## src/rtl/morse_pkg.sv

```systemverilog
// Shared definitions for the streaming Morse transmitter: FSM state codes,
// element lengths, the ASCII-to-Morse encoder and the FIFO level width helper.
package morse_pkg;

    typedef logic [2:0] state_t;

    localparam state_t ST_IDLE     = 3'd0;
    localparam state_t ST_LOAD     = 3'd1;
    localparam state_t ST_MARK     = 3'd2;
    localparam state_t ST_ELEM_GAP = 3'd3;
    localparam state_t ST_CHAR_GAP = 3'd4;
    localparam state_t ST_WORD_GAP = 3'd5;

    localparam int DIT      = 1;
    localparam int DAH      = 3;
    localparam int ELEM_GAP = 1;

    // pattern is right-aligned, first element in bit (length-1), 1 = dah
    typedef struct packed {
        logic       valid;
        logic       is_space;
        logic [2:0] length;
        logic [4:0] pattern;
    } morse_code_t;

    function automatic int level_w(input int depth);
        return $clog2(depth) + 1;
    endfunction

    function automatic morse_code_t mk(input logic [2:0] len, input logic [4:0] pat);
        morse_code_t r;
        r.valid    = 1'b1;
        r.is_space = 1'b0;
        r.length   = len;
        r.pattern  = pat;
        return r;
    endfunction

    function automatic morse_code_t encode(input logic [7:0] c);
        morse_code_t r;
        logic [7:0]  u;
        r = '0;
        u = (c >= "a" && c <= "z") ? c - 8'h20 : c;
        case (u)
            8'h20: begin r.valid = 1'b1; r.is_space = 1'b1; end
            "A": r = mk(3'd2, 5'b00001);
            "B": r = mk(3'd4, 5'b01000);
            "C": r = mk(3'd4, 5'b01010);
            "D": r = mk(3'd3, 5'b00100);
            "E": r = mk(3'd1, 5'b00000);
            "F": r = mk(3'd4, 5'b00010);
            "G": r = mk(3'd3, 5'b00110);
            "H": r = mk(3'd4, 5'b00000);
            "I": r = mk(3'd2, 5'b00000);
            "J": r = mk(3'd4, 5'b00111);
            "K": r = mk(3'd3, 5'b00101);
            "L": r = mk(3'd4, 5'b00100);
            "M": r = mk(3'd2, 5'b00011);
            "N": r = mk(3'd2, 5'b00010);
            "O": r = mk(3'd3, 5'b00111);
            "P": r = mk(3'd4, 5'b00110);
            "Q": r = mk(3'd4, 5'b01101);
            "R": r = mk(3'd3, 5'b00010);
            "S": r = mk(3'd3, 5'b00000);
            "T": r = mk(3'd1, 5'b00001);
            "U": r = mk(3'd3, 5'b00001);
            "V": r = mk(3'd4, 5'b00001);
            "W": r = mk(3'd3, 5'b00011);
            "X": r = mk(3'd4, 5'b01001);
            "Y": r = mk(3'd4, 5'b01011);
            "Z": r = mk(3'd4, 5'b01100);
            "0": r = mk(3'd5, 5'b11111);
            "1": r = mk(3'd5, 5'b01111);
            "2": r = mk(3'd5, 5'b00111);
            "3": r = mk(3'd5, 5'b00011);
            "4": r = mk(3'd5, 5'b00001);
            "5": r = mk(3'd5, 5'b00000);
            "6": r = mk(3'd5, 5'b10000);
            "7": r = mk(3'd5, 5'b11000);
            "8": r = mk(3'd5, 5'b11100);
            "9": r = mk(3'd5, 5'b11110);
            default: r = '0;
        endcase
        return r;
    endfunction

    function automatic logic supported(input logic [7:0] c);
        morse_code_t r;
        r = encode(c);
        return r.valid;
    endfunction

endpackage

```

## src/rtl/morse_fifo.sv

```systemverilog
// Synchronous character FIFO with registered full/empty/level status.
module morse_fifo
    import morse_pkg::*;
#(
    parameter int DEPTH = 16,
    parameter int DW    = 8
) (
    input  logic                      clk,
    input  logic                      arst_n,
    input  logic                      push,
    input  logic                      pop,
    input  logic [DW-1:0]             din,
    output logic [DW-1:0]             dout,
    output logic                      full,
    output logic                      empty,
    output logic [level_w(DEPTH)-1:0] level
);

    localparam int AW = $clog2(DEPTH);
    localparam int LW = level_w(DEPTH);

    logic [AW-1:0] wr_ptr_q, wr_ptr_d;
    logic [AW-1:0] rd_ptr_q, rd_ptr_d;
    logic [LW-1:0] level_q, level_d;
    logic          full_q, full_d;
    logic          empty_q, empty_d;
    logic [DW-1:0] mem_q [DEPTH];
    logic          do_push, do_pop;

    assign do_push = push && !full_q;
    assign do_pop  = pop && !empty_q;

    always_comb begin
        wr_ptr_d = wr_ptr_q;
        rd_ptr_d = rd_ptr_q;
        level_d  = level_q;
        if (do_push) wr_ptr_d = wr_ptr_q + AW'(1);
        if (do_pop)  rd_ptr_d = rd_ptr_q + AW'(1);
        case ({do_push, do_pop})
            2'b10:   level_d = level_q + LW'(1);
            2'b01:   level_d = level_q - LW'(1);
            default: level_d = level_q;
        endcase
        full_d  = (level_d == LW'(DEPTH));
        empty_d = (level_d == '0);
    end

    always_ff @(posedge clk) begin
        if (!arst_n) begin
            wr_ptr_q <= '0;
            rd_ptr_q <= '0;
            level_q  <= '0;
            full_q   <= 1'b0;
            empty_q  <= 1'b1;
        end else begin
            wr_ptr_q <= wr_ptr_d;
            rd_ptr_q <= rd_ptr_d;
            level_q  <= level_d;
            full_q   <= full_d;
            empty_q  <= empty_d;
        end
    end

    // storage needs no reset; pointers define what is valid
    always_ff @(posedge clk) begin
        if (do_push) mem_q[wr_ptr_q] <= din;
    end

    assign dout  = mem_q[rd_ptr_q];
    assign full  = full_q;
    assign empty = empty_q;
    assign level = level_q;

endmodule

```

## src/rtl/morse_tx_stream.sv

```systemverilog
// Streaming ASCII-to-Morse keyer: handshake into a FIFO, then timed on/off keying.
// Optional Farnsworth gap stretching via macro MORSE_TX_FARNSWORTH_EN.
//
// state     | meaning
// IDLE      | waiting for FIFO data; pops one character
// LOAD      | encode popped character, pick first element
// MARK      | tone on for DIT or DAH units
// ELEM_GAP  | tone off one unit between elements
// CHAR_GAP  | tone off after last element of a character
// WORD_GAP  | tone off for a space token
module morse_tx_stream
    import morse_pkg::*;
#(
    parameter int PRESCALER  = 1_000_000,
    parameter int FIFO_DEPTH = 16,
    parameter int CHAR_GAP   = 3,
    parameter int WORD_GAP   = 7
) (
    input  logic                         clk,
    input  logic                         arst_n,
    input  logic [7:0]                   ascii_in,
    input  logic                         ascii_valid,
`ifdef MORSE_TX_FARNSWORTH_EN
    input  logic [3:0]                   gap_extra,
`endif
    output logic                         ascii_ready,
    output logic                         full,
    output logic                         empty,
    output logic [$clog2(FIFO_DEPTH):0]  level,
    output logic                         busy,
    output logic                         bad_char,
    output logic                         morse_out
);

    localparam int            PW       = $clog2(PRESCALER);
    localparam logic [PW-1:0] PRESC_TC = PW'(PRESCALER - 1);
    localparam logic [7:0]    DIT_U    = 8'(DIT);
    localparam logic [7:0]    DAH_U    = 8'(DAH);
    localparam logic [7:0]    EG_U     = 8'(ELEM_GAP);
    localparam logic [7:0]    CG_U     = 8'(CHAR_GAP);
    localparam logic [7:0]    WG_U     = 8'(WORD_GAP - CHAR_GAP);

    state_t        state_q, state_d;
    logic [PW-1:0] presc_q, presc_d;
    logic [7:0]    units_q, units_d;
    logic [4:0]    pattern_q, pattern_d;
    logic [2:0]    len_q, len_d;
    logic [7:0]    char_q, char_d;
    logic          bad_char_q, bad_char_d;
    logic          morse_out_q, morse_out_d;

    logic          accept, fifo_push, fifo_pop, fifo_full, fifo_empty;
    logic [7:0]    fifo_dout;
    logic          unit_tc;
    logic [3:0]    extra_ld, extra_cur;
    morse_code_t   load_code;

`ifdef MORSE_TX_FARNSWORTH_EN
    logic [3:0] extra_q, extra_d;

    always_comb begin
        extra_d = (state_q == ST_LOAD) ? gap_extra : extra_q;
    end

    always_ff @(posedge clk) begin
        if (!arst_n) extra_q <= 4'd0;
        else         extra_q <= extra_d;
    end

    assign extra_ld  = gap_extra;
    assign extra_cur = extra_q;
`else
    assign extra_ld  = 4'd0;
    assign extra_cur = 4'd0;
`endif

    assign accept     = ascii_valid && !fifo_full;
    assign fifo_push  = accept && supported(ascii_in);
    assign bad_char_d = accept && !supported(ascii_in) && (ascii_in != 8'h00);

    morse_fifo #(
        .DEPTH (FIFO_DEPTH),
        .DW    (8)
    ) u_fifo (
        .clk    (clk),
        .arst_n (arst_n),
        .push   (fifo_push),
        .pop    (fifo_pop),
        .din    (ascii_in),
        .dout   (fifo_dout),
        .full   (fifo_full),
        .empty  (fifo_empty),
        .level  (level)
    );

    assign load_code = encode(char_q);
    assign unit_tc   = (presc_q == PRESC_TC);

    always_comb begin
        state_d   = state_q;
        presc_d   = presc_q;
        units_d   = units_q;
        pattern_d = pattern_q;
        len_d     = len_q;
        char_d    = char_q;
        fifo_pop  = 1'b0;
        case (state_q)
            ST_IDLE: begin
                presc_d = '0;
                if (!fifo_empty) begin
                    fifo_pop = 1'b1;
                    char_d   = fifo_dout;
                    state_d  = ST_LOAD;
                end
            end
            ST_LOAD: begin
                presc_d = '0;
                if (!load_code.valid) begin
                    state_d = ST_IDLE;
                end else if (load_code.is_space) begin
                    state_d = ST_WORD_GAP;
                    units_d = WG_U + {4'd0, extra_ld};
                end else begin
                    // left-align so the current element is always bit 4
                    pattern_d = load_code.pattern << (3'd5 - load_code.length);
                    len_d     = load_code.length;
                    units_d   = pattern_d[4] ? DAH_U : DIT_U;
                    state_d   = ST_MARK;
                end
            end
            default: begin
                presc_d = unit_tc ? '0 : presc_q + PW'(1);
                if (unit_tc) begin
                    if (units_q != 8'd1) begin
                        units_d = units_q - 8'd1;
                    end else begin
                        case (state_q)
                            ST_MARK: begin
                                pattern_d = pattern_q << 1;
                                len_d     = len_q - 3'd1;
                                if (len_q > 3'd1) begin
                                    state_d = ST_ELEM_GAP;
                                    units_d = EG_U;
                                end else begin
                                    state_d = ST_CHAR_GAP;
                                    units_d = CG_U + {4'd0, extra_cur};
                                end
                            end
                            ST_ELEM_GAP: begin
                                state_d = ST_MARK;
                                units_d = pattern_q[4] ? DAH_U : DIT_U;
                            end
                            default: state_d = ST_IDLE;
                        endcase
                    end
                end
            end
        endcase
        // output is registered, so keying lags the state by one cycle
        morse_out_d = (state_q == ST_MARK);
    end

    always_ff @(posedge clk) begin
        if (!arst_n) begin
            state_q     <= ST_IDLE;
            presc_q     <= '0;
            units_q     <= '0;
            pattern_q   <= '0;
            len_q       <= '0;
            char_q      <= '0;
            bad_char_q  <= 1'b0;
            morse_out_q <= 1'b0;
        end else begin
            state_q     <= state_d;
            presc_q     <= presc_d;
            units_q     <= units_d;
            pattern_q   <= pattern_d;
            len_q       <= len_d;
            char_q      <= char_d;
            bad_char_q  <= bad_char_d;
            morse_out_q <= morse_out_d;
        end
    end

    assign ascii_ready = !fifo_full;
    assign full        = fifo_full;
    assign empty       = fifo_empty;
    assign busy        = (state_q != ST_IDLE);
    assign bad_char    = bad_char_q;
    assign morse_out   = morse_out_q;

endmodule

```

## config.mk

```make
export PLATFORM = sky130hd
export DESIGN_NAME = morse_tx_stream
export DESIGN_NICKNAME = d
export VERILOG_FILES = /design/src/rtl/morse_pkg.sv /design/src/rtl/morse_fifo.sv /design/src/rtl/morse_tx_stream.sv
export SDC_FILE = /design/constraint.sdc
export NUM_CORES = 1
export LEC_CHECK = 0
export ABC_AREA = 1
export CORE_ASPECT_RATIO = 1.25
export CORE_MARGIN = 2
export CORE_UTILIZATION = 45
export DETAILED_ROUTE_END_ITERATION = 12
export PLACE_DENSITY = 0.71
export SLEW_MARGIN = 10
export SYNTH_ARGS = -nofsm -noshare
export SYNTH_HDL_FRONTEND = slang
export SYNTH_HIERARCHICAL = 1
export SYNTH_SLANG_ARGS = --single-unit
export TNS_END_PERCENT = 10
```

## constraint.sdc

```tcl
create_clock -name clk -period 6.16 [get_ports clk]
set_input_delay 0.924 -clock clk [delete_from_list [all_inputs] [get_ports clk]]
set_output_delay 0.924 -clock clk [all_outputs]
set_load 0.05 [all_outputs]
```

**After elaboration in Yosys (flattened, before gate mapping)**

Memory sizes are Yosys's and may differ from the RTL's. A register that Yosys moved wholly into a read port is not among the register bits.
Index checks and enable logic that the tools add are counted.

- Bits in writable memories: 128
- Register bits after elaboration: 56
- Word-level logic and storage cells: 185
- Input port bits: 11
- Output and inout port bits: 11
- Memories kept: 1

Memories:

| memory | words | bits a word | read ports | clocked after memory_dff | wr ports | line | text |
|---|---|---|---|---|---|---|---|
| u_fifo.mem_q | 16 | 8 | 1 | 1 | 1 | morse_fifo.sv:27 | `logic [DW-1:0] mem_q [DEPTH];` |

- Equal/unequal tests: 87
- Reductions and logical operators: 27
- Multiplexer cells: 39
- Add/subtract/negate cells: 10
- Shift operators: 1
- Magnitude comparators: 5
- Bitwise operators: 3

Operators by type and width:

| operator | count |
|---|---|
| 8-bit by 7-bit equality test with 1-bit output, second input constant | 52 |
| 8-bit case mux with 36 select lines | 1 |
| 8-bit by 6-bit equality test with 1-bit output, second input constant | 22 |
| 36-bit OR reduction | 2 |
| 8-bit two-way mux | 5 |
| 3-bit two-way mux | 12 |
| 8-bit case mux with 2 select lines | 2 |
| 5-bit two-way mux | 5 |
| 20-bit by 1-bit adder with 20-bit output, second input constant | 1 |
| 20-bit equality test, second input constant | 1 |
| 5-bit case mux with 2 select lines | 2 |
| 3-bit case mux with 2 select lines | 3 |
| 8-bit by 7-bit >= comparator with 1-bit output, second input constant | 2 |
| 8-bit by 7-bit <= comparator with 1-bit output, second input constant | 2 |
| 8-bit by 6-bit subtractor with 8-bit output, second input constant | 2 |
| 4-bit by 1-bit adder with 4-bit output, second input constant | 2 |
| 1-bit logical AND | 8 |
| 8-bit by 1-bit inequality test with 1-bit output, second input constant | 1 |
| 2-bit case mux with 2 select lines | 2 |
| 8-bit nonzero test | 1 |
| 8-bit by 1-bit subtractor with 8-bit output, second input constant | 1 |
| 3-bit by 2-bit equality test with 1-bit output, second input constant | 2 |
| 2-bit two-way mux | 3 |
| 2-bit inequality test, second input constant | 3 |
| other kinds (25) | 35 |

**Logic depth before layout (Yosys ltp)**

Gate-level depths: netlist of run 1.

- Depth in word-level cells: 11
- Mapped depth: 21
- Depth with buffers taken out: 21

**Hierarchy**

Netlist of run 1, hierarchy kept.

By module, submodules not included:

| module | instances | seq. area each (um^2) | cells each | area each (um^2) |
|---|---|---|---|---|
| morse_fifo | 1 | 4224.1 | 492 | 6152.2 |
| morse_tx_stream | 1 | 980.9 | 545 | 3499.6 |

**Least setup slack after synthesis of run 1**

No wires, ideal clock.

- Path type: input -> register
- Start: in ascii_in[0]
- End: reg u_fifo.empty_q, in the netlist u_fifo/empty
- Cell stages on the path: 15
- Arrival time: 3.112 ns
- Required time: 6.092 ns
- Setup time: 0.068 ns
- Setup slack: 2.979 ns
- Path buffers: 0
- Cell sequence: or4_1 -> nor2_1 -> o211ai_1 -> a21oi_1 -> nand2_4 -> nand2_2 -> nand2_1 -> nand2_1 -> inv_2 -> ha_1 -> o21ai_0 -> nand2_1 -> nor2_1 -> nand3_2 -> o21bai_2

- Longest elaborated chain between the ends: 11
- Elaborated cells on any way between the ends: 50
- Those cells by class: add/sub (1); order compare (2); eq/ne (39); mux (3); reduce/logical (5)

RTL lines:

| item | line | text |
|---|---|---|
| start: declaration | morse_tx_stream.sv:21 | `input logic [7:0] ascii_in,` |
| 8-bit by 7-bit >= comparator with 1-bit output or 8-bit by 7-bit <= comparator with 1-bit output (tied branches) | morse_pkg.sv:43 | `u = (c >= "a" && c <= "z") ? c - 8'h20 : c;` |
| 1-bit logical AND | morse_pkg.sv:43 |  |
| 8-bit two-way mux (*) | morse_pkg.sv:43 |  |
| 8-bit by 6-bit equality test with 1-bit output or 8-bit by 7-bit equality test with 1-bit output (tied branches) | n/a |  |
| 36-bit OR reduction (no line) | n/a |  |
| 2-bit case mux with 2 select lines (*) | morse_pkg.sv:44 | `case (u)` |
| 1-bit logical AND (*) | morse_tx_stream.sv:78 | `assign fifo_push = accept && supported(ascii_in);` |
| named net fifo_push | morse_tx_stream.sv:52 | `logic accept, fifo_push, fifo_pop, fifo_full, fifo_empty;` |
| 1-bit logical AND (*) | morse_fifo.sv:30 | `assign do_push = push && !full_q;` |
| 2-bit by 1-bit equality test with 1-bit output or 2-bit equality test (tied branches) | morse_fifo.sv:39 | `case ({do_push, do_pop})` |
| 5-bit case mux with 2 select lines (*) | morse_fifo.sv:39 |  |
| 5-bit zero test (*) | morse_fifo.sv:45 | `empty_d = (level_d == '0);` |
| end signal: assignment | morse_fifo.sv:60 | `empty_q <= empty_d;` |
| end: declaration | morse_fifo.sv:26 | `logic empty_q, empty_d;` |

The timed path passes the listed nets; every way through them passes the cells marked *.
A chain may end at the register's enable or synchronous reset.

**Worst setup path after layout of run 1**

- Start: in ascii_in[1]
- End: mem u_fifo.mem_q[6][2] (enable)

- Longest elaborated chain between the ends: 10
- Elaborated cells on any way between the ends: 48
- Those cells by class: add/sub (1); order compare (2); eq/ne (37); mux (4); reduce/logical (4)

RTL lines:

| item | line | text |
|---|---|---|
| 8-bit by 7-bit >= comparator with 1-bit output or 8-bit by 7-bit <= comparator with 1-bit output (tied branches) | morse_pkg.sv:43 |  |
| 1-bit logical AND | morse_pkg.sv:43 |  |
| 8-bit two-way mux (*) | morse_pkg.sv:43 |  |
| 8-bit by 6-bit equality test with 1-bit output or 8-bit by 7-bit equality test with 1-bit output (tied branches) | n/a |  |
| 36-bit OR reduction (no line) | n/a |  |
| 2-bit case mux with 2 select lines (*) | morse_pkg.sv:44 |  |
| 1-bit logical AND (*) | morse_tx_stream.sv:78 |  |
| named net fifo_push | morse_tx_stream.sv:52 |  |
| 1-bit logical AND (*) | morse_fifo.sv:30 |  |
| 1-bit two-way mux (*) | morse_fifo.sv:66 | `if (do_push) mem_q[wr_ptr_q] <= din;` |
| 1-bit two-way mux (implied by the code) (*) | morse_fifo.sv:66 |  |
| end: declaration | morse_fifo.sv:27 |  |

Marked as above.

==> results of run 1 <==
[per-stage QoR]
step	setup slack, ps	cells	hold WS, ps	utilization
6_report	2200	1338	467	0.507
5_1_grt	2020	1338	479	0.507
4_1_cts	2230	1338	469	0.507
3_5_place_dp	1760	1306	457	0.480
3_3_place_gp	1890	1306	447	0.480
2_1_floorplan	2980	1037	430	-
[sequential cells by signal (all words and copies together) (netlist names), 4 cells and up, named ones only]
| register | cells |
|---|---|
| units_q | 8 |
| u_fifo/level | 5 |
| u_fifo/mem_q | 128 |
| presc_q | 20 |
| pattern_q | 5 |
| u_fifo/wr_ptr_q | 4 |
| char_q | 8 |
| u_fifo/rd_ptr_q | 4 |
[kinds of logic (layout without fill, tap and decap cells)]
logic type	Yosys count	count (layout)	share of synthesized area
multiplexers	32	32	0.0332
AO/OA/AOI/OAI	212	212	0.127
flip-flops	196	196	0.539
adder cells (fa/ha/maj)	14	14	0.0181
XOR/XNOR	11	11	0.00998
buffers and inverters	176	203	0.0764
AND/OR/NAND/NOR	396	396	0.196
[worst reg2reg max path: stages, from the launching register on]
cell and delay (ps):
dfxtp_1 480, inv_2 100, nor2_2 180, nand2_2 140, nand2_4 110, nand3_4 100
a21oi_4 440, nand4_1 300, o211ai_2 140, nor2_2 90, nand3_4 140, nand3_2 230
o21ai_0 250, a21oi_1 50
[layout by cell type, fill, tap and decap left out, types with 2 or more instances in the layout]
cell	count
buf_4	9
nor2_1	101
o21ai_1	6
or2_2	3
nand3_1	61
a21oi_4	2
nand3_2	7
and3_1	2
xnor2_1	4
nand4_1	21
nor3b_1	5
nor2_4	3
inv_2	6
nand2_4	3
clkinv_8	2
nand2_2	7
nand2_1	143
o211ai_2	3
dfxtp_1	67
o21ai_0	71
nand3_4	3
nor2_2	8
a21oi_1	84
nor4_1	4
clkdlybuf4s50_1	21
o211ai_1	36
clkinv_4	2
mux2i_1	32
inv_1	132
inv_8	2
xor2_1	7
clkinv_1	4
clkbuf_16	17
inv_6	5
a211oi_1	2
clkinvlp_4	2
ha_1	14
nor3_1	18
edfxtp_1	128
nand3b_1	3
[routing by layer]
metal	vias up	share of wire	routed length (um)
li1	3593	-	-
met3	57	0.039	800
met2	185	0.51	10500
met4	0	0.038	798
met5	-	0	0
met1	3364	0.42	8620
[area by class of cell]
class | count | area [um^2]
fillers | 1929 | 10300
multi-input cells | 665 | 3710
inverters | 141 | 529
clock inverters | 15 | 140
well taps | 274 | 343
flip-flops and latches | 196 | 5210
repair buffers | 30 | 278
clock buffers | 17 | 425
[worst max-delay path by stage]
stage | endpoint | slack (ps) | cells after the start
global route | u_fifo/empty | 2020 | 16
detailed placement | u_fifo/mem_q[6][7] | 1760 | 9
CTS | u_fifo/mem_q[6][6] | 2230 | 9
global placement | u_fifo/empty | 1890 | 16
finish | u_fifo/mem_q[6][2] | 2200 | 9
floorplan | u_fifo/empty | 2980 | 15
[power by group]
part	internal (W)	switching (W)	leakage, nW
Sequential	0.00144	0.0000530	1.70
Combinational	0.000222	0.000509	1.93
Clock	0.000534	0.000530	0.268
==> metrics, run 1 <==
run status=finished, final reports clean; Yosys cell types=a little under 50; setup bufs post-CTS=0; fin nets=~1100; top-area cell type share of the netlist area=0.398; CP Launch Type=input pin; Initial Util=0.460; R2R setup slack=3280 ps; Overall Global Routing Usage=0.190; mapped cell area=approximately 9700 um^2; Min-Delay Path Class=reg2reg; first-pass GRT wire length=33.7 mm; Rel. slew slack=0.404; Post-DP Area=about 10000 um^2; clock sinks=between 150 and 200; initial antenna violation count=0; RD Place Congestion=0.938; Final Max Tran Viols=0; post-cts resize count=0; grt met2 use=0.332; total wire length=about 21 mm; Final Hold Fails=0; Worst R2R Start=char_q[1]; CORE AREA=21000 um^2; met3 usage=0.0336; Top Ports=22; Worst-path clk slew=about 70 ps; ranking of synthesized cells by area=edfxtp_1, dfxtp_1, nand2_1; half-perimeter wire length after placement=14.0 mm; Worst EP arrival=about 4000 ps; FP Rows=59; Critical Path End Type=flip-flop; vias=slightly above 7000; post-route design area=roughly 11000 um^2; Worst path most repeated cell=nor2_1; register area share after synthesis=0.539; f_max=0.253 GHz; Hold Buf Count CTS=0; clk_lat worst skew=450 ps; die width=~130 um; Synth top cells by count=nand2_1, inv_1, edfxtp_1, nor2_1, a21oi_1; largest net degree at the start of global routing=66; GR peak layer=met2; Die Y=approximately 170 um; CTS tree=yes; Remaining Overflow, GRT=0; wire length per cell=about 16 um; WP data required=6230 ps; number of enable flip-flop cells after synthesis=around 130; synth-to-layout area growth=10.2%; antenna viol nets, final=0; PwrDens=just over 300 nW/um^2; Bufs and invs on worst path=2; # Max-Cap Violations=0; CP delay by family, top=simple AND/OR/NAND/NOR gates; Worst Hold Path EP=presc_q[17]; Final Cycle Share=0.642; max incr delay on CP=770 ps; vias per cell=5.38; crit path kind=in2reg; clock root buffer=clkbuf_16; CTS Buf Count=17; worst reg2reg path depth=13; met1 Track Usage GR=0.223; vias in the first global route=6959; drt first pass iters=5; Pwr Total=approximately 0.0033 W; # H-tree levels=4; Syn Area/Cell=around 9.3 um^2; Leak=slightly below 4 nW; Post-synth ARST share=0; Crit-path slowest cell=clkdlybuf4s50_1; Syn Inst Count=roughly 1000; Synth warnings=6; Clock Skew=about 13 ps; Primary FF master, synth=edfxtp_1; Iter 0 DRT Violations=between 600 and 700; aggregate negative setup slack=0 ps; # port buffers=21; Synthesized Nets=between 1000 and 1500; Die ar.=around 23000 um^2; ant diodes=0; worst r2r dst=units_q[0]; clock buffer depth=2; share of cells above drive strength 1=0.0846; Worst Max-Slew Pin Slew=roughly 900 ps; CP Launch Point=ascii_in[1]; CP max FO=18; count leader, synth=nand2_1; crit-path cells=clkdlybuf4s50_1 -> or4_1 -> nor2_1 -> o211ai_1 -> a21oi_1 -> nand2_4 -> inv_1 -> nand2_1 -> nor2_1; worst hold stages=2; DR DRC count=0; unrepaired setup endpoints after global routing=false; Max VDD drop=0.226 mV; final setup vio count=0; #FFs+latches synth=196; Synth area leader=edfxtp_1; min Tclk post-route=about 4000 ps; critical hold path startpoint=presc_q[17]
Note: power is estimated with default switching activity, not from simulation.
==> inputs of run 2 (changes only) <==
- clock period: 6.16 -> 3.8 ns (I/O delays scaled with it)
==> run 2 against run 1 <==
Against the previous run: sequential cell count unchanged; global-route usage up 0.46 points; routed wire length grew 3.0%; combinational power grew 64%; clock power is 59% higher; largest power group unchanged; register-to-register slack got worse by 2400 ps; critical path depth is 13 higher; utilization rose by 1.0 points.
==> metrics, run 2 (synthesized netlist as in run 1, its figures left out) <==
Worst Max-Slew Pin Slew=927 ps; vias in the first global route=6724; ant diodes=0; Top Ports=22; clock buffer depth=2; setup bufs post-CTS=0; Max VDD drop=~0.34 mV; # port buffers=21; crit-path cells=clkdlybuf4s50_1 -> or4_1 -> nor2_1 -> inv_1 -> o2111ai_1 -> a21oi_1 -> buf_4 -> nand2_4 -> nand2_2 -> nand2_1 -> nand2_1 -> inv_2 -> ha_1 -> inv_1 -> nand2_1 -> nand3_2 -> o21ai_1 -> nand3_1 -> nand2_1 -> nand2_2 -> nand2_2 -> nor2_2; Hold Buf Count CTS=0; run status=finished, final reports clean; half-perimeter wire length after placement=about 15 mm; CORE AREA=~21000 um^2; Rel. slew slack=0.381; Setup WS post-layout=just over 800 ps; share of cells above drive strength 1=0.110; max reg flops=128; CTS Buf Count=17; clock root buffer=clkbuf_16; CP max FO=4; WP data required=between 4000 and 5000 ps; post-cts resize count=0; commonest non-fill, non-tap cell in the layout=nand2_1; clk_lat worst skew=~440 ps; commonest cells after routing, fill and taps aside=nand2_1, inv_1, edfxtp_1; Die ar.=22600 um^2; Combinational Power Share=0.225; worst r2r dst=units_q[2]; antenna viol nets, final=0; # Max-Cap Violations=0; wire length per cell=between 15 and 20 um; Overall Global Routing Usage=0.194; vias=7287; PwrDens=489 nW/um^2; Place WS=approximately 350 ps; Bufs and invs on worst path=5; sequential share of power=0.457; FP Rows=59; Worst-path clk slew=80 ps; Clk pwr share=0.318; Initial Util=0.460; Worst EP arrival=approximately 3300 ps; drt first pass iters=6; final setup vio count=0; vias per cell=roughly 5.3; Die Y=168 um; clock sinks=196; crit path kind=in2reg; Remaining Overflow, GRT=0; internal power=roughly 0.0036 W; DR DRC count=0; synth-to-layout area growth=12.4%; Min-Delay Path Class=reg2reg; Crit-path slowest cell=clkdlybuf4s50_1; # H-tree levels=4; critical hold path startpoint=presc_q[0]; Sw Ratio=0.328; first-pass GRT wire length=approximately 34 mm; f_max=about 0.34 GHz; Final Hold Fails=0; worst reg2reg path depth=13; die width=roughly 130 um; Clock Skew=about 11 ps; Top Registers=u_fifo/mem_q (128), presc_q (20); Final Cycle Share=0.785; unrepaired setup endpoints after global routing=false; fin nets=around 1100; Largest Register=u_fifo/mem_q; Leak=a little over 4 nW; R2R setup slack=~890 ps; filler instances=about 1900; CP delay by family, top=simple AND/OR/NAND/NOR gates; worst hold stages=1; Worst R2R Start=char_q[1]; min Tclk post-route=just under 3000 ps; max incr delay on CP=around 500 ps; CTS tree=yes; Sw Pwr=between 0.0015 and 0.002 W; Worst Hold Path EP=presc_q[0]; largest net degree at the start of global routing=50; Iter 0 DRT Violations=514; Worst path most repeated cell=nand2_1; Final Max Tran Viols=0; aggregate negative setup slack=0 ps; CP Launch Type=input pin; total wire length=21.4 mm; RD Place Congestion=0.914; Critical Path End Type=flip-flop; initial antenna violation count=0
==> run 2: worst reg2reg max path: stages (launching register included) <==
cell and delay [ps]:
dfxtp_1 500, inv_2 110, nor2_2 180, nand2_2 140
nand2_4 110, nand3_4 100, a21oi_4 430, nand4_1 310
o211ai_2 140, nor2_2 70, nand3_4 140, nand3_2 230
o21ai_0 270, a21oi_1 60
==> run 2: layout make-up <==
class	count	area [um^2]	share of cell area
inverters	141	529	0.0488
multi-input cells	665	3710	0.342
well taps	274	343	0.0316
flip-flops and latches	196	5210	0.480
clock buffers	19	433	0.0399
repair buffers	61	510	0.0470
clock inverters	13	118	0.0108
==> run 2: metal layers <==
metal	vias up	part of all wire	track usage	wire length, um
met3	41	0.037	0.0303	795
met2	168	0.51	0.342	11000
met4	0	0.031	0.0883	655
li1	3656	-	-	-
met5	-	0	0	0
met1	3422	0.42	0.232	8950
==> run 2: power groups by stage <==
stage | Sequential [W] | Combinational (W) | Clock [W]
after floorplan | 0.00247 | 0.000906 | 0
after global placement | 0.00247 | 0.00118 | 0
after detailed placement | 0.00247 | 0.00119 | 0
after CTS | 0.00242 | 0.00119 | 0.00173
after global routing | 0.00244 | 0.00134 | 0.00180
final | 0.00243 | 0.00120 | 0.00169
==> run 2: how the worst max path moves through the flow <==
stage,startpoint,end,slack (ps),cells past startpoint
after floorplan,ascii_in[0],u_fifo/empty,970,15
after global placement,ascii_in[2],u_fifo/empty,390,17
after detailed placement,ascii_in[2],u_fifo/full,350,22
after CTS,ascii_in[2],u_fifo/full,810,17
after global routing,presc_q[0],presc_q[13],520,14
final,ascii_in[2],u_fifo/full,820,22
==> run 2: metrics by stage <==
step                hold slack, ps  power, W  utilization  std cells  cell area [um^2]
floorplan                      430   0.00337            -       1037              9650
global placement               449   0.00365        0.491       1337             10300
detailed placement             453   0.00366        0.491       1337             10300
CTS                            475   0.00535        0.518       1369             10900
global route                   494   0.00557        0.518       1369             10900
finish                         469   0.00531        0.518       1369             10900
